`src/rtl/mei_ctrl_pkg.sv`:
```
// ---------------------------------------------------------------------------
// mei_ctrl_pkg
//   Shared definitions for the machine-external-interrupt controller:
//   register word offsets, bus widths, the per-source FSM state encoding
//   and a small address-decode helper for the optional statistics window.
//   No ports (package).
// ---------------------------------------------------------------------------
package mei_ctrl_pkg;

  localparam int unsigned MEI_ADDR_W = 4;
  localparam int unsigned MEI_DATA_W = 32;

  localparam logic [MEI_ADDR_W-1:0] MEI_REG_PENDING    = 4'h0;
  localparam logic [MEI_ADDR_W-1:0] MEI_REG_ENABLE     = 4'h1;
  localparam logic [MEI_ADDR_W-1:0] MEI_REG_EDGE       = 4'h2;
  localparam logic [MEI_ADDR_W-1:0] MEI_REG_CLAIM      = 4'h3;
  localparam logic [MEI_ADDR_W-1:0] MEI_REG_COMPLETE   = 4'h4;
  localparam logic [MEI_ADDR_W-1:0] MEI_REG_STATS_BASE = 4'h8;

  typedef enum logic [1:0] {
    MEI_IDLE       = 2'd0,
    MEI_PENDING    = 2'd1,
    MEI_IN_SERVICE = 2'd2
  } mei_state_e;

  // True when addr falls in the per-source counter window 0x8 + k, k < n_src.
  function automatic logic is_stats_addr(input logic [MEI_ADDR_W-1:0] addr,
                                         input int n_src);
    return addr[3] && (int'(addr[2:0]) < n_src);
  endfunction

endpackage

```
`src/rtl/mei_ctrl_if.sv`:
```
// ---------------------------------------------------------------------------
// mei_ctrl_if
//   Software register port of the interrupt controller.
//   Signals:
//     i_WE     register write strobe
//     i_RE     register read strobe
//     i_ADDR   register word index (4 bits)
//     i_WDATA  write data (32 bits)
//     o_RDATA  read data, registered in the controller (32 bits)
//   Modports: master (software / bench side), slave (controller side).
// ---------------------------------------------------------------------------
interface mei_ctrl_if;
  import mei_ctrl_pkg::*;

  logic                  i_WE;
  logic                  i_RE;
  logic [MEI_ADDR_W-1:0] i_ADDR;
  logic [MEI_DATA_W-1:0] i_WDATA;
  logic [MEI_DATA_W-1:0] o_RDATA;

  modport master (
    output i_WE, i_RE, i_ADDR, i_WDATA,
    input  o_RDATA
  );

  modport slave (
    input  i_WE, i_RE, i_ADDR, i_WDATA,
    output o_RDATA
  );

endinterface

```
`src/rtl/mei_gateway.sv`:
```
// ---------------------------------------------------------------------------
// mei_gateway
//   One interrupt source: synchronises the raw asynchronous line, detects a
//   level or rising-edge trigger, remembers edges that arrive while the
//   source is already busy (rearm), and runs the IDLE/PENDING/IN_SERVICE FSM.
//   Ports:
//     i_CLK      core clock, rising edge
//     i_RSTn     asynchronous active-low reset
//     irq_raw    raw asynchronous interrupt line, active-high
//     edge_mode  1 = rising-edge trigger, 0 = level trigger
//     claim      one-cycle pulse: a CLAIM read returned this source
//     complete   one-cycle pulse: COMPLETE written with this source's id
//     state      current FSM state
// ---------------------------------------------------------------------------
module mei_gateway
  import mei_ctrl_pkg::*;
#(
  parameter int SYNC_STAGES = 2
) (
  input  logic       i_CLK,
  input  logic       i_RSTn,
  input  logic       irq_raw,
  input  logic       edge_mode,
  input  logic       claim,
  input  logic       complete,
  output mei_state_e state
);

  logic [SYNC_STAGES-1:0] sync_q;
  logic                   sync_prev_q;
  logic                   line;
  logic                   rise;
  logic                   trigger;
  logic                   rearm_q;
  logic                   rearm_d;
  mei_state_e             state_q;
  mei_state_e             state_d;

  // NOTE: every clocked process uses non-blocking assignments so all flops
  // sample pre-edge values; blocking here would collapse the sync chain.
  always_ff @(posedge i_CLK or negedge i_RSTn) begin
    if (!i_RSTn) begin
      sync_q      <= '0;
      sync_prev_q <= 1'b0;
    end else begin
      sync_q      <= {sync_q[SYNC_STAGES-2:0], irq_raw};
      // Previous value tracks in both modes so switching to edge mode
      // never sees a stale history.
      sync_prev_q <= line;
    end
  end

  assign line    = sync_q[SYNC_STAGES-1];
  assign rise    = line & ~sync_prev_q;
  assign trigger = edge_mode ? rise : line;

  always_ff @(posedge i_CLK or negedge i_RSTn) begin
    if (!i_RSTn) begin
      state_q <= MEI_IDLE;
      rearm_q <= 1'b0;
    end else begin
      state_q <= state_d;
      rearm_q <= rearm_d;
    end
  end

  // NOTE: defaults first so every path assigns both outputs; otherwise the
  // combinational block would infer latches.
  always_comb begin
    state_d = state_q;
    rearm_d = rearm_q;

    unique case (state_q)
      MEI_IDLE:       if (trigger) state_d = MEI_PENDING;
      MEI_PENDING:    if (claim)   state_d = MEI_IN_SERVICE;
      MEI_IN_SERVICE: if (complete) begin
        state_d = (rearm_q || trigger) ? MEI_PENDING : MEI_IDLE;
      end
      default: begin
        state_d = MEI_IDLE;
        rearm_d = 1'b0;
      end
    endcase

    // An edge that lands while the source is busy must not be lost.
    if (edge_mode && rise &&
        (state_q == MEI_PENDING || state_q == MEI_IN_SERVICE)) begin
      rearm_d = 1'b1;
    end

    // Entering PENDING consumes any remembered edge.
    if (state_d == MEI_PENDING && state_q != MEI_PENDING) begin
      rearm_d = 1'b0;
    end
  end

  assign state = state_q;

endmodule

```
`src/rtl/mei_ctrl.sv`:
```
// ---------------------------------------------------------------------------
// mei_ctrl
//   Platform-side external-interrupt controller feeding the CSR block's
//   machine-external-interrupt inputs (o_MEI[k] -> i_MEI_k).
//   Holds the ENABLE/EDGE registers, the lowest-index claim priority
//   encoder, the registered read mux and one mei_gateway per source.
//   Ports:
//     i_CLK      core clock, rising edge
//     i_RSTn     asynchronous active-low reset
//     i_IRQ_SRC  raw asynchronous interrupt lines, active-high [N_SRC]
//     bus        register port (mei_ctrl_if.slave)
//     o_MEI      per-source request: PENDING & ENABLE [N_SRC]
//   Build option: MEI_CTRL_STATS_EN adds per-source 8-bit saturating
//   counters of IDLE->PENDING transitions at 0x8+k (write clears).
// ---------------------------------------------------------------------------
module mei_ctrl
  import mei_ctrl_pkg::*;
#(
  parameter int N_SRC       = 6,
  parameter int SYNC_STAGES = 2
) (
  input  logic             i_CLK,
  input  logic             i_RSTn,
  input  logic [N_SRC-1:0] i_IRQ_SRC,
  mei_ctrl_if.slave        bus,
  output logic [N_SRC-1:0] o_MEI
);

  localparam int ID_W = $clog2(N_SRC + 1);

  logic [N_SRC-1:0]      enable_q;
  logic [N_SRC-1:0]      edge_q;
  logic [N_SRC-1:0]      pend_vec;
  logic [N_SRC-1:0]      masked;
  logic [N_SRC-1:0]      claim_pulse;
  logic [N_SRC-1:0]      complete_pulse;
  mei_state_e            gw_state [N_SRC];
  logic                  wr_en;
  logic                  rd_en;
  logic                  claim_rd;
  logic                  complete_wr;
  logic [ID_W-1:0]       claim_id;
  logic [MEI_DATA_W-1:0] rd_mux;

  // A read that collides with a write is dropped entirely, including the
  // CLAIM side effect.
  assign wr_en       = bus.i_WE;
  assign rd_en       = bus.i_RE & ~bus.i_WE;
  assign claim_rd    = rd_en && (bus.i_ADDR == MEI_REG_CLAIM);
  assign complete_wr = wr_en && (bus.i_ADDR == MEI_REG_COMPLETE);

  for (genvar k = 0; k < N_SRC; k++) begin : g_src
    mei_gateway #(
      .SYNC_STAGES (SYNC_STAGES)
    ) u_gw (
      .i_CLK     (i_CLK),
      .i_RSTn    (i_RSTn),
      .irq_raw   (i_IRQ_SRC[k]),
      .edge_mode (edge_q[k]),
      .claim     (claim_pulse[k]),
      .complete  (complete_pulse[k]),
      .state     (gw_state[k])
    );

    assign pend_vec[k]       = (gw_state[k] == MEI_PENDING);
    // claim_id is only non-zero for an enabled PENDING source, so this
    // pulse never reaches a source in another state.
    assign claim_pulse[k]    = claim_rd && (claim_id == ID_W'(k + 1));
    // Full-width compare: ids with stray upper bits are ignored.
    assign complete_pulse[k] = complete_wr &&
                               (bus.i_WDATA == MEI_DATA_W'(k + 1));
  end

  assign masked = pend_vec & enable_q;
  assign o_MEI  = masked;

  // Lowest index wins: scan downwards so the last hit is the smallest k.
  always_comb begin
    claim_id = '0;
    for (int k = N_SRC - 1; k >= 0; k--) begin
      if (masked[k]) claim_id = ID_W'(k + 1);
    end
  end

  always_ff @(posedge i_CLK or negedge i_RSTn) begin
    if (!i_RSTn) begin
      enable_q <= '0;
      edge_q   <= '0;
    end else if (wr_en) begin
      case (bus.i_ADDR)
        MEI_REG_ENABLE: enable_q <= bus.i_WDATA[N_SRC-1:0];
        MEI_REG_EDGE:   edge_q   <= bus.i_WDATA[N_SRC-1:0];
        default: ;
      endcase
    end
  end

`ifdef MEI_CTRL_STATS_EN
  logic [7:0]       stat_cnt [N_SRC];
  logic [N_SRC-1:0] was_idle_q;

  // NOTE: the counter array is a handful of flops, not a RAM, so it takes
  // the async reset like any other state.
  always_ff @(posedge i_CLK or negedge i_RSTn) begin
    if (!i_RSTn) begin
      was_idle_q <= '0;
      for (int k = 0; k < N_SRC; k++) stat_cnt[k] <= '0;
    end else begin
      for (int k = 0; k < N_SRC; k++) begin
        was_idle_q[k] <= (gw_state[k] == MEI_IDLE);
        // IDLE on the previous cycle and PENDING now is exactly one
        // IDLE->PENDING transition; IN_SERVICE->PENDING is not counted.
        if (wr_en && is_stats_addr(bus.i_ADDR, N_SRC) &&
            (bus.i_ADDR[2:0] == 3'(k))) begin
          stat_cnt[k] <= '0;
        end else if (was_idle_q[k] && pend_vec[k] && (stat_cnt[k] != 8'hFF)) begin
          stat_cnt[k] <= stat_cnt[k] + 8'd1;
        end
      end
    end
  end
`endif

  always_comb begin
    rd_mux = '0;
    case (bus.i_ADDR)
      MEI_REG_PENDING: rd_mux[N_SRC-1:0] = pend_vec;
      MEI_REG_ENABLE:  rd_mux[N_SRC-1:0] = enable_q;
      MEI_REG_EDGE:    rd_mux[N_SRC-1:0] = edge_q;
      MEI_REG_CLAIM:   rd_mux[ID_W-1:0]  = claim_id;
      default: begin
`ifdef MEI_CTRL_STATS_EN
        if (is_stats_addr(bus.i_ADDR, N_SRC)) begin
          rd_mux[7:0] = stat_cnt[bus.i_ADDR[2:0]];
        end
`endif
      end
    endcase
  end

  always_ff @(posedge i_CLK or negedge i_RSTn) begin
    if (!i_RSTn) begin
      bus.o_RDATA <= '0;
    end else if (rd_en) begin
      bus.o_RDATA <= rd_mux;
    end
  end

endmodule
```
`src/flat_wrapper.sv`:
```
// flat-port wrapper written by rule: the top's interface ports become plain ports
module mei_ctrl_flat import mei_ctrl_pkg::*;
#(
  parameter int N_SRC       = 6,
  parameter int SYNC_STAGES = 2
)
  (i_CLK, i_RSTn, i_IRQ_SRC, o_MEI, bus_i_WE, bus_i_RE, bus_i_ADDR, bus_i_WDATA, bus_o_RDATA);
  mei_ctrl_if bus_i ();
  input  logic i_CLK;
  input  logic i_RSTn;
  input  logic [N_SRC-1:0] i_IRQ_SRC;
  output logic [N_SRC-1:0] o_MEI;
  input wire logic [$bits(bus_i.i_WE)-1:0] bus_i_WE;
  input wire logic [$bits(bus_i.i_RE)-1:0] bus_i_RE;
  input wire logic [$bits(bus_i.i_ADDR)-1:0] bus_i_ADDR;
  input wire logic [$bits(bus_i.i_WDATA)-1:0] bus_i_WDATA;
  output wire logic [$bits(bus_i.o_RDATA)-1:0] bus_o_RDATA;
  assign bus_i.i_WE = bus_i_WE;
  assign bus_i.i_RE = bus_i_RE;
  assign bus_i.i_ADDR = bus_i_ADDR;
  assign bus_i.i_WDATA = bus_i_WDATA;
  assign bus_o_RDATA = bus_i.o_RDATA;
  mei_ctrl #(.N_SRC(N_SRC), .SYNC_STAGES(SYNC_STAGES)) u_core (.i_CLK(i_CLK), .i_RSTn(i_RSTn), .i_IRQ_SRC(i_IRQ_SRC), .bus(bus_i), .o_MEI(o_MEI));
endmodule
```
`config.mk`:
```
export PLATFORM = sky130hd
export DESIGN_NAME = mei_ctrl_flat
export DESIGN_NICKNAME = d
export VERILOG_FILES = /design/src/rtl/mei_ctrl_pkg.sv /design/src/rtl/mei_ctrl_if.sv /design/src/rtl/mei_gateway.sv /design/src/rtl/mei_ctrl.sv /design/src/flat_wrapper.sv
export SDC_FILE = /design/constraint.sdc
export NUM_CORES = 1
export LEC_CHECK = 0
export CORE_AREA = 2 2 86 88
export DETAILED_ROUTE_END_ITERATION = 7
export DIE_AREA = 0 0 88 90
export GPL_TIMING_DRIVEN = 0
export PLACE_DENSITY = 0.83
export SLEW_MARGIN = 20
export SYNTH_ARGS = -nofsm -noshare
export SYNTH_HDL_FRONTEND = slang
export SYNTH_SLANG_ARGS = --single-unit
export TNS_END_PERCENT = 30
```
`constraint.sdc`:
```
create_clock -name i_CLK -period 2.1 [get_ports i_CLK]
set_input_delay 0.315 -clock i_CLK [delete_from_list [all_inputs] [get_ports i_CLK]]
set_output_delay 0.315 -clock i_CLK [all_outputs]
set_load 0.01 [all_outputs]
```
==> summary.md, run 1 <==
| Metric | Value |
|---|---|
| Fillers | `~550` |
| Final core occ | `0.633` |
| Initial antenna violation count | `0` |
| Antenna-violating nets left | `0` |
| Total number of vias | `roughly 2.9k` |
| Initial detailed-routing violation count | `roughly 180` |
| Post-route minimum period | `just over 2 ns` |
| Multi-input gate area | `roughly 1900 um2` |
| Root Driver | `clkbuf_8` |
| CP Capture Type | `flip-flop` |
| R2R Setup Slk | `around 0.080 ns` |
| Die Y | `roughly 90 um` |
| Critical Path AT | `around 2.3 ns` |
| Synthesized area | `about 3400 um2` |
| Pleak | `0.00206 uW` |
| Worst r2r src | `u_core.g_src[4].u_gw.state[1]` |
| Critical Path, Cell by Cell | `clkdlybuf4s50_1 > nor4b_4 > buf_4 > nand3_1 > nor4_4 > o21ai_0 > or2_2` |
| Total of max-cap violations | `0` |
| Adder-cell share of the synthesized area | `0.0879` |
| Mapped Cells | `347` |
| Post-synth top area cell | `dfrtp_1` |
| RSZ-0062 raised after global routing | `true` |
| Post-Layout Cell Count | `between 500 and 600` |
| CP Data Required Time | `between 2 and 2.5 ns` |
| Synthesized-area fraction occupied by and/or/nand/nor cells | `0.174` |
| Core region area | `~7000 um2` |
| Asr flop ratio synth | `1.00` |
| Final clock period utilization by the worst path | `0.979` |
| CTS clock-pin slew for the worst setup and hold paths | `~0.11 ns` |
| Final Hold Viols | `0` |
| Worst-Margin Slew | `0.692 ns` |
| CP Max Fanout | `10` |
| Pins Over Slew Limit | `0` |
| Final WL | `~8100 um` |
| Storage cell area | `1360 um2` |
| Worst Setup Path Type | `input port to flip-flop` |
| Buffers on Ports | `57` |
| DPL Wire Length | `approximately 6000 um` |
| Compound-Gate Fraction of Synth Area | `0.163` |
| Ys flop type | `dfrtp_1` |
| Synth Area in XOR/XNOR | `0` |
| Status | `finished, final reports clean` |
| Avg Cell Area, Syn | `9.84 um2` |
| Post-synth EDFFs | `0` |
| Total CTS buffers | `5` |
| Global-route wire length before repair | `~13,000 um` |
| Crit path buffers/inverters | `2` |
| Layout area overhead | `30.2%` |
| Sequential share of the synthesized area | `0.396` |
| Share of layout cells above drive strength 1 | `0.199` |
| Tightest Hold Check Type | `input port to asynchronous set/reset pin` |
| Post-Place Cells | `around 530` |
| Overall die width | `just under 90 um` |
| Nets | `just over 500` |
| Std cell rows | `31` |
| DRC Markers | `0` |
| Hold buffer count at cts | `0` |
| Sink Count | `54` |
| Largest net degree at the start of global routing | `55` |
| Crit path max-delay family | `simple AND/OR/NAND/NOR gates` |
| Starting Density | `0.487` |
| GRT overflow | `0` |
| Finish-stage setup viols | `0` |
| Peak supply drop | `0.311 mV` |
| Startpoint Class | `input port` |
| Reg2Reg Capture Point | `u_core.bus.o_RDATA[2]` |
| Sum Neg Setup Slack | `0 ns` |
| CTS tree | `yes` |
| Synth Warn # | `0` |
| All-Layer GR Usage | `0.207` |
| Top cell type's share of synthesized area | `0.396` |
| Worst-Skew Late Latency | `approximately 0.32 ns` |
| P per Cell Area | `830 nW/um2` |
| FF+latch count, synth | `54` |
| Final setup skew | `roughly 0.018 ns` |
| Vias/cell | `around 5.4` |
| Fin Hold WS | `between 0.03 and 0.04 ns` |
| GP Congestion | `just over 0.9` |
| Max Freq | `between 0.4 and 0.5 GHz` |
| Area of the die | `slightly below 8000 um2` |
| # IOs | `84` |
| Combinational family with the most area after synthesis | `simple AND/OR/NAND/NOR gates` |
| Largest stage delay, worst path | `between 0.4 and 0.5 ns` |
| Synth cell types | `56` |
| # H-tree levels | `2` |
| Mux cell area share after synthesis | `0.0795` |
| N_diodes | `0` |
| Initial DRT Pass Iterations | `4` |
| Routed wire length per instance | `roughly 15 um` |
| Critical Path Slowest Stage Cell | `clkdlybuf4s50_1` |
| Vias in the first global route | `about 2.8k` |
| Clock buffer depth | `2` |
| Main area contributors after synthesis | `dfrtp_1 (40%), ha_1 (8.8%), buf_4 (5.7%)` |
| Max_slew headroom | `0.539` |
| Reg2reg path depth | `7` |
[how the worst max path moves through the flow]
| stage | cells after the start | start | to |
|---|---|---|---|
| after floorplan | 7 | u_core.g_src[3].u_gw.state[1] | u_core.bus.o_RDATA[2] |
| after global placement | 1 | i_RSTn | u_core.g_src[5].u_gw.rearm_q |
| after detailed placement | 7 | bus_i_ADDR[2] | u_core.g_src[3].u_gw.state[0] |
| after CTS | 6 | bus_i_ADDR[2] | u_core.g_src[5].u_gw.state[0] |
| after global routing | 7 | bus_i_WE | u_core.g_src[3].u_gw.state[0] |
| final | 7 | bus_i_ADDR[3] | u_core.g_src[3].u_gw.state[0] |
[routing by layer]
layer	wire length, um	GRT usage	up-vias
li1	-	-	1386
met5	0	0	-
met1	3320	0.270	1367
met4	114	0.0692	0
met2	4050	0.342	116
met3	572	0.0404	9
[state kept, by name, summed over array words and instances, names as in the netlist]
register                       cells
u_core.g_src.u_gw.state           12
u_core.g_src.u_gw.sync_q          12
u_core.bus.o_RDATA                 6
u_core.edge_q                      6
u_core.enable_q                    6
u_core.g_src.u_gw.rearm_q          6
u_core.g_src.u_gw.sync_prev_q      6
[cell families (layout without fill, tap and decap cells)]
family	count (synthesis)	in the layout
adder cells (fa/ha/maj)	24	24
flip-flops	54	54
AO/OA/AOI/OAI	79	79
other	1	26
buffers and inverters	64	129
multiplexers	24	24
AND/OR/NAND/NOR	101	101
[metrics by stage]
stage	worst slack [ns]	total power (uW)	cell area, um2
3_5_place_dp	-0.699	2860	4200
5_1_grt	-0.0250	3950	4450
6_report	0.0436	3690	4450
3_3_place_gp	-0.965	2800	4200
4_1_cts	-0.000450	3650	4400
2_1_floorplan	0.146	2390	3510
[layout make-up]
type | instances | area share
buffer | 30 | 0.0481
sequential | 54 | 0.305
tap | 99 | 0.0279
multi-input combinational | 254 | 0.433
timing repair buffer | 60 | 0.134
clock buffer | 5 | 0.0155
clock inverter | 3 | 0.0101
inverter | 31 | 0.0262
[cell usage after synthesis (2+ instances only)]
library cell / n
a22o_1: 4
a31oi_1: 3
nor2_1: 12
nor2b_1: 9
dfrtp_1: 54
o21bai_1: 2
a21oi_1: 6
a21boi_0: 5
ha_1: 24
mux2_2: 15
nor4_1: 7
and2_1: 3
o22ai_1: 3
o211a_1: 2
o2bb2ai_1: 2
and3b_1: 3
a41oi_1: 5
nor3_1: 5
or2_2: 5
o21ai_0: 23
a41o_1: 3
mux2i_1: 8
nor4b_1: 2
nand4b_1: 2
inv_1: 31
nor3b_1: 3
o211ai_1: 5
nand4_1: 7
buf_4: 26
nand3_1: 6
clkbuf_1: 6
a221oi_1: 4
o221ai_1: 3
nand2_1: 24
and4b_1: 4
[what timing repair did]
action | in CTS | in global routing
pin swaps | 1 | 7
cloned | 0 | 0
buffers inserted | 1 | 2
gates resized for setup | 28 | 12
endpoints found under the setup margin | 16 | 15
[cell usage in the layout, fill, tap and decap left out, types with 11 or more instances in the layout]
master	n
inv_1	30
mux2_2	15
dfrtp_1	49
ha_1	18
nor2_1	11
nand2_1	22
clkdlybuf4s50_1	47
buf_4	31
conb_1	26
o21ai_0	23
[report_power, final]
part / leakage (uW) / internal [uW] / switching (uW) / total [uW]
Sequential: 0.000661 / 1240 / 224 / 1460
Clock: 0.0000504 / 355 / 361 / 716
Combinational: 0.00135 / 764 / 746 / 1510
Total: 0.00206 / 2360 / 1330 / 3690
(Power assumes the default switching activity.)
==> inputs of run 2 (changes only) <==
--- a/config.mk
+++ b/config.mk
@@ -10,7 +10,6 @@
 export DIE_AREA = 0 0 88 90
 export GPL_TIMING_DRIVEN = 0
 export PLACE_DENSITY = 0.83
-export SLEW_MARGIN = 20
 export SYNTH_ARGS = -nofsm -noshare
 export SYNTH_HDL_FRONTEND = slang
 export SYNTH_SLANG_ARGS = --single-unit
==> run 2 against run 1 <==
  * First-iteration DRC count increased by 30%
  * Clock skew decreased by 0.0026 ns
  * Sequential power about the same
  * Global-route usage increased by 0.33 points
  * Power decreased by 0.19%
  * Clock-buffer cell count unchanged
  * Critical endpoint is now u_core.g_src[5].u_gw.state[0]
==> summary.md, run 2 (synthesized netlist as in run 1, its figures left out) <==
| Metric | Value |
|---|---|
| CP Max Fanout | `7 (-3)` |
| CTS tree | `yes` |
| Most common cell after layout, fill and taps aside | `dfrtp_1` |
| Reg2Reg Capture Point | `u_core.g_src[4].u_gw.state[0]` |
| Overall die width | `88 um (unchanged)` |
| Worst r2r src | `u_core.g_src[1].u_gw.state[1]` |
| Hold Path Origin | `u_core.g_src[0].u_gw.sync_q[0]` |
| Root Driver | `clkbuf_8` |
| Antenna-violating nets left | `0 (unchanged)` |
| DP Area | `4220 um2 (+0.42%)` |
| Peak supply drop | `0.371 mV (+19%)` |
| Final clock period utilization by the worst path | `0.997 (+0.0175)` |
| Status | `finished, final reports clean` |
| # IOs | `84 (unchanged)` |
| GRT overflow | `0 (unchanged)` |
| Vias in the first global route | `2,884 (+2.3%)` |
| Critical Path AT | `2.30 ns (+0.05 ns)` |
| Tightest Hold Check Type | `flip-flop to flip-flop` |
| Fillers | `558 (+2.0%)` |
| Max Freq | `0.478 GHz (-1.8%)` |
| Total CTS buffers | `5 (unchanged)` |
| Final WL | `8070 um (+0.16%)` |
| Die Y | `90 um (unchanged)` |
| Worst-Margin Slew | `0.586 ns (-0.106 ns)` |
| Clock buffer depth | `2 (unchanged)` |
| Layout area overhead | `31.7%` |
| Nets | `511 (+0.99%)` |
| Starting Density | `0.487 (unchanged)` |
| CP Capture Type | `flip-flop` |
| DRC Markers | `0 (unchanged)` |
| Buffers on Ports | `57 (unchanged)` |
| Fin Hold WS | `0.353 ns (+0.319 ns)` |
| Finish-stage setup viols | `0 (unchanged)` |
| Sink Count | `54 (unchanged)` |
| Initial DRT Pass Iterations | `4 (unchanged)` |
| RSZ-0062 raised after global routing | `true` |
| GP Congestion | `0.933 (unchanged)` |
| Std cell rows | `31 (unchanged)` |
| P per Cell Area | `819 nW/um2 (-1.3%)` |
| Hold EP | `u_core.g_src[0].u_gw.sync_q[1]` |
| Post-route minimum period | `2.09 ns (+0.0368 ns)` |
| Largest net degree at the start of global routing | `32 (-42%)` |
| Total of max-cap violations | `0 (unchanged)` |
| Cells on Worst Hold Path | `0` |
| Global-route wire length before repair | `13,300 um (+1.4%)` |
| Worst Setup Path Type | `input port to flip-flop` |
| Core region area | `7020 um2 (unchanged)` |
| Max_slew headroom | `0.610 (+0.0707)` |
| Fin area | `4500 um2 (+1.2%)` |
| Commonest non-fill, non-tap cells in the layout | `dfrtp_1 (48), clkdlybuf4s50_1 (47), buf_4 (32)` |
| N_diodes | `0 (unchanged)` |
| Final setup skew | `0.0153 ns (-0.00261 ns)` |
| Pleak | `0.00210 uW (+1.8%)` |
| Routed wire length per instance | `14.9 um (-0.76%)` |
| Share of layout cells above drive strength 1 | `0.208 (+0.00906)` |
| Area of the die | `7920 um2 (unchanged)` |
| Initial antenna violation count | `0 (unchanged)` |
| # H-tree levels | `2 (unchanged)` |
| Initial detailed-routing violation count | `231 (+30%)` |
| CTS clock-pin slew for the worst setup and hold paths | `0.10 ns (about the same)` |
| Vias/cell | `5.30 (-1.2%)` |
| DPL Wire Length | `6050 um (+1.4%)` |
| Total number of vias | `2,869 (-0.31%)` |
| Startpoint Class | `input port` |
| CP Data Required Time | `2.30 ns (about the same)` |
| R2R Setup Slk | `0.06 ns (-0.02 ns)` |
| Final Hold Viols | `0 (unchanged)` |
| Pins Over Slew Limit | `0 (unchanged)` |
| Reg2reg path depth | `7 (unchanged)` |
| All-Layer GR Usage | `0.210 (+0.00326)` |
| Worst-Skew Late Latency | `0.32 ns (about the same)` |
## run 2: through the flow
| step | total power, uW | worst slack, ns | instances | TNS, ns | util |
|---|---|---|---|---|---|
| 5_1_grt | 3960 | -0.0653 | 541 | -0.300 | 0.641 |
| 2_1_floorplan | 2390 | 0.146 | 372 | 0 | - |
| 3_5_place_dp | 2870 | -0.688 | 529 | -8.45 | 0.601 |
| 3_3_place_gp | 2800 | -0.965 | 528 | -58.70 | 0.599 |
| 4_1_cts | 3660 | -0.0408 | 538 | -0.0415 | 0.631 |
| 6_report | 3680 | 0.00676 | 541 | 0 | 0.641 |
## run 2: layout make-up
cell class,count,area [um2],share of cell area
tap,99,124,0.0275
timing repair buffer,65,648,0.144
clock buffer,5,68.8,0.0153
clock inverter,3,45.0,0.0100
sequential,54,1360,0.302
multi-input combinational,254,1920,0.426
buffer,30,219,0.0487
inverter,31,116,0.0259
## run 2: routing by layer
| metal | part of all wire | GRT usage | vias to the layer above |
|---|---|---|---|
| met3 | 0.073 | 0.0468 | 19 |
| met5 | 0 | 0 | - |
| li1 | - | - | 1394 |
| met1 | 0.41 | 0.273 | 1346 |
| met2 | 0.49 | 0.337 | 110 |
| met4 | 0.025 | 0.0859 | 0 |
## run 2: worst max-delay path by stage
stage,endpoint,from,cells after the start,slack [ns]
6_report,u_core.g_src[5].u_gw.state[0],bus_i_WDATA[7],6,0.007
5_1_grt,u_core.g_src[5].u_gw.state[0],bus_i_ADDR[0],6,-0.07
4_1_cts,o_MEI[3],u_core.g_src[3].u_gw.state[1],5,-0.04
3_5_place_dp,u_core.g_src[3].u_gw.state[0],bus_i_ADDR[2],7,-0.69
3_3_place_gp,u_core.g_src[5].u_gw.rearm_q,i_RSTn,1,-0.96
2_1_floorplan,u_core.bus.o_RDATA[2],u_core.g_src[3].u_gw.state[1],7,0.15
## run 2: worst max-delay path, cell delays in order
cell and delay [ns]:
clkdlybuf4s50_1 0.41, or4_4 0.53, nor3_4 0.27, and4_4 0.31, mux2i_1 0.09, or3b_1 0.37
## run 2: repair_timing
action | CTS | global route
hold buffers | 1 | 0
buffers inserted | 2 | 4
setup endpoints to repair | 16 | 13
resized for setup | 27 | 16
hold endpoints to repair | 16 | 0
pin swaps | 1 | 4
## run 2: power breakdown
part	leakage [uW]	internal [uW]	switching (uW)
combinational	0.00139	773	734
clock	0.0000504	355	352
sequential	0.000661	1240	224
total	0.00210	2370	1310
==> inputs of run 3 (changes only) <==
==> constraint.sdc (replaced) <==
create_clock -name i_CLK -period 2.1 [get_ports i_CLK]
set_input_delay 0.42 -clock i_CLK [delete_from_list [all_inputs] [get_ports i_CLK]]
set_output_delay 0.42 -clock i_CLK [all_outputs]
set_load 0.01 [all_outputs]
==> run 3 against run 2 <==
  * The flow now finishes with violations (setup timing)
  * Sequential power is essentially flat
  * Utilization grew 0.71 points
  * Hold slack lost 0.26 ns
  * Flip-flop and latch count is the same
  * Cell area grew 1.1%
  * Largest power group unchanged
  * Setup slack lost 0.049 ns
  * Critical path depth shrank 1
  * Power grew 1.3%
  * Non-clock buffer count grew 3
  * Clock skew shrank 0.00076 ns
  * Global-route usage grew 0.076 points
  * Die area is the same
==> summary.md, run 3 (synthesized netlist as in run 1, its figures left out) <==
| Metric | Value |
|---|---|
| Pleak | `0.00215 uW (+2.2%)` |
| Critical Path Slowest Stage Cell | `clkdlybuf4s50_1` |
| Post-route minimum period | `2.14 ns (+0.0489 ns)` |
| Failing checks | `setup timing` |
| Final setup skew | `0.0146 ns (-0.000764 ns)` |
| CP Data Required Time | `2.30 ns (about the same)` |
| Final WL | `8350 um (+3.5%)` |
| Buffers on Ports | `57 (unchanged)` |
| Max Freq | `0.467 GHz (-2.3%)` |
| Worst Setup Path Type | `input port to flip-flop` |
| Total power | `3730 uW (+1.3%)` |
| PnR worst setup slack | `-0.0421 ns (-0.0489 ns)` |
| N_diodes | `0 (unchanged)` |
| # H-tree levels | `2 (unchanged)` |
| Most common cell after layout, fill and taps aside | `dfrtp_1` |
| Pins Over Slew Limit | `0 (unchanged)` |
| Share of layout cells above drive strength 1 | `0.222 (+0.0143)` |
| Routed wire length per instance | `15.4 um (+3.0%)` |
| DP Area | `4220 um2 (unchanged)` |
| Sum Neg Setup Slack | `-0.139 ns (-0.139 ns)` |
| # IOs | `84 (unchanged)` |
| Largest net degree at the start of global routing | `32 (unchanged)` |
| Placement Setup Slack | `-0.793 ns (-0.105 ns)` |
| Vias/cell | `5.45 (+2.8%)` |
| Overall die width | `88 um (unchanged)` |
| CP Max Fanout | `10 (+3)` |
| Starting Density | `0.487 (unchanged)` |
| Finish-stage setup viols | `10 (+10)` |
| DRC Markers | `0 (unchanged)` |
| Core region area | `7020 um2 (unchanged)` |
| Total CTS buffers | `5 (unchanged)` |
| Largest stage delay, worst path | `0.53 ns (about the same)` |
| Vias in the first global route | `2,906 (+0.76%)` |
| Status | `finished with violations` |
| GR Util met3 | `0.0468 (unchanged)` |
| Critical Path AT | `2.35 ns (+0.05 ns)` |
| DPL Wire Length | `6050 um (unchanged)` |
| Met2 Resource Use GR | `0.338 (+0.000631)` |
| Area of the die | `7920 um2 (unchanged)` |
| Die Y | `90 um (unchanged)` |
| GP Congestion | `0.933 (unchanged)` |
| Worst-Margin Slew | `0.585 ns (-0.000212 ns)` |
| CTS clock-pin slew for the worst setup and hold paths | `0.10 ns (about the same)` |
| CP Capture Type | `flip-flop` |
| P per Cell Area | `820 nW/um2 (+0.21%)` |
| Total number of vias | `2,965 (+3.3%)` |
| Root Driver | `clkbuf_8` |
| Tightest Hold Check Type | `input port to asynchronous set/reset pin` |
| GR Util met1 | `0.274 (+0.00119)` |
| Commonest non-fill, non-tap cells in the layout | `dfrtp_1 (49), clkdlybuf4s50_1 (43), buf_4 (36)` |
| Antenna-violating nets left | `0 (unchanged)` |
| Initial DRT Pass Iterations | `5 (+1)` |
| Std cell rows | `31 (unchanged)` |
| RSZ-0062 raised after global routing | `true` |
| Nets | `514 (+0.59%)` |
| CTS tree | `yes` |
| Worst-Skew Late Latency | `0.32 ns (about the same)` |
| Max_slew headroom | `0.610 (about the same)` |
| Startpoint Class | `input port` |
| Sink Count | `54 (unchanged)` |
| Initial antenna violation count | `0 (unchanged)` |
| Critical Path, Cell by Cell | `clkdlybuf4s50_1 > clkbuf_1 > nor2b_1 > nand3_1 > mux2_2` |
| All-Layer GR Usage | `0.211 (+0.000757)` |
| GR peak layer | `met2` |
| GRT overflow | `0 (unchanged)` |
| Final core occ | `0.648 (+0.00713)` |
| Initial detailed-routing violation count | `263 (+14%)` |
| Layout area overhead | `33.2%` |
| Total of max-cap violations | `0 (unchanged)` |
| Peak supply drop | `0.381 mV (+2.8%)` |
| Fin area | `4550 um2 (+1.1%)` |
| Final clock period utilization by the worst path | `1.02 (+0.0233)` |
| Clock buffer depth | `2 (unchanged)` |
| Final Hold Viols | `0 (unchanged)` |
| Global-route wire length before repair | `13,400 um (+0.47%)` |
[run 3: worst paths after layout]
kind                                                      from                              to  slack [ns]  depth (start not counted)
worst min-delay path                                    i_RSTn           u_core.bus.o_RDATA[0]        0.09                          1
worst max-delay path                             bus_i_ADDR[0]              u_core.enable_q[4]       -0.04                          5
max in group asynchronous                               i_RSTn   u_core.g_src[4].u_gw.state[0]        1.41                          2
min in group i_CLK              u_core.g_src[0].u_gw.sync_q[0]  u_core.g_src[0].u_gw.sync_q[1]        0.35                          0
worst min register to register  u_core.g_src[0].u_gw.sync_q[0]  u_core.g_src[0].u_gw.sync_q[1]        0.35                          0
worst max register to register   u_core.g_src[5].u_gw.state[0]           u_core.bus.o_RDATA[2]        0.10                          5
[run 3: final cells by class]
cell class	instances	area [um2]
well taps	99	124
multi-input cells	254	1950
clock buffers	5	68.8
plain buffers	30	219
inverters	31	116
flip-flops and latches	54	1360
repair buffers	68	672
fillers	547	2470
clock inverters	3	45.0
[run 3: through the flow]
step                instances  hold slack, ns
floorplan                 372           0.124
global placement          528           0.332
detailed placement        529           0.336
CTS                       538           0.100
global route              544           0.137
finish                    544          0.0931
[run 3: power breakdown]
part	internal (uW)	switching (uW)
clock network	355	351
registers	1240	227
logic	790	765
total	2390	1340
[run 3: critical path: cells and delay by family]
| kind | cells | cell delay (ns) |
|---|---|---|
| multiplexers | 1 | 0.40 |
| AND/OR/NAND/NOR | 2 | 0.67 |
| buffers and inverters | 2 | 0.86 |
[run 3: layer usage]
metal	vias up	share of wire
met3	22	0.082
met1	1383	0.40
li1	1404	-
met2	156	0.49
met5	-	0
met4	0	0.027
[run 3: repair_timing]
item | in CTS | in global routing
pin swaps | 3 | 11
buffers inserted | 3 | 7
setup endpoints to repair | 23 | 33
gates resized for setup | 29 | 26
hold buffers | 0 | 0
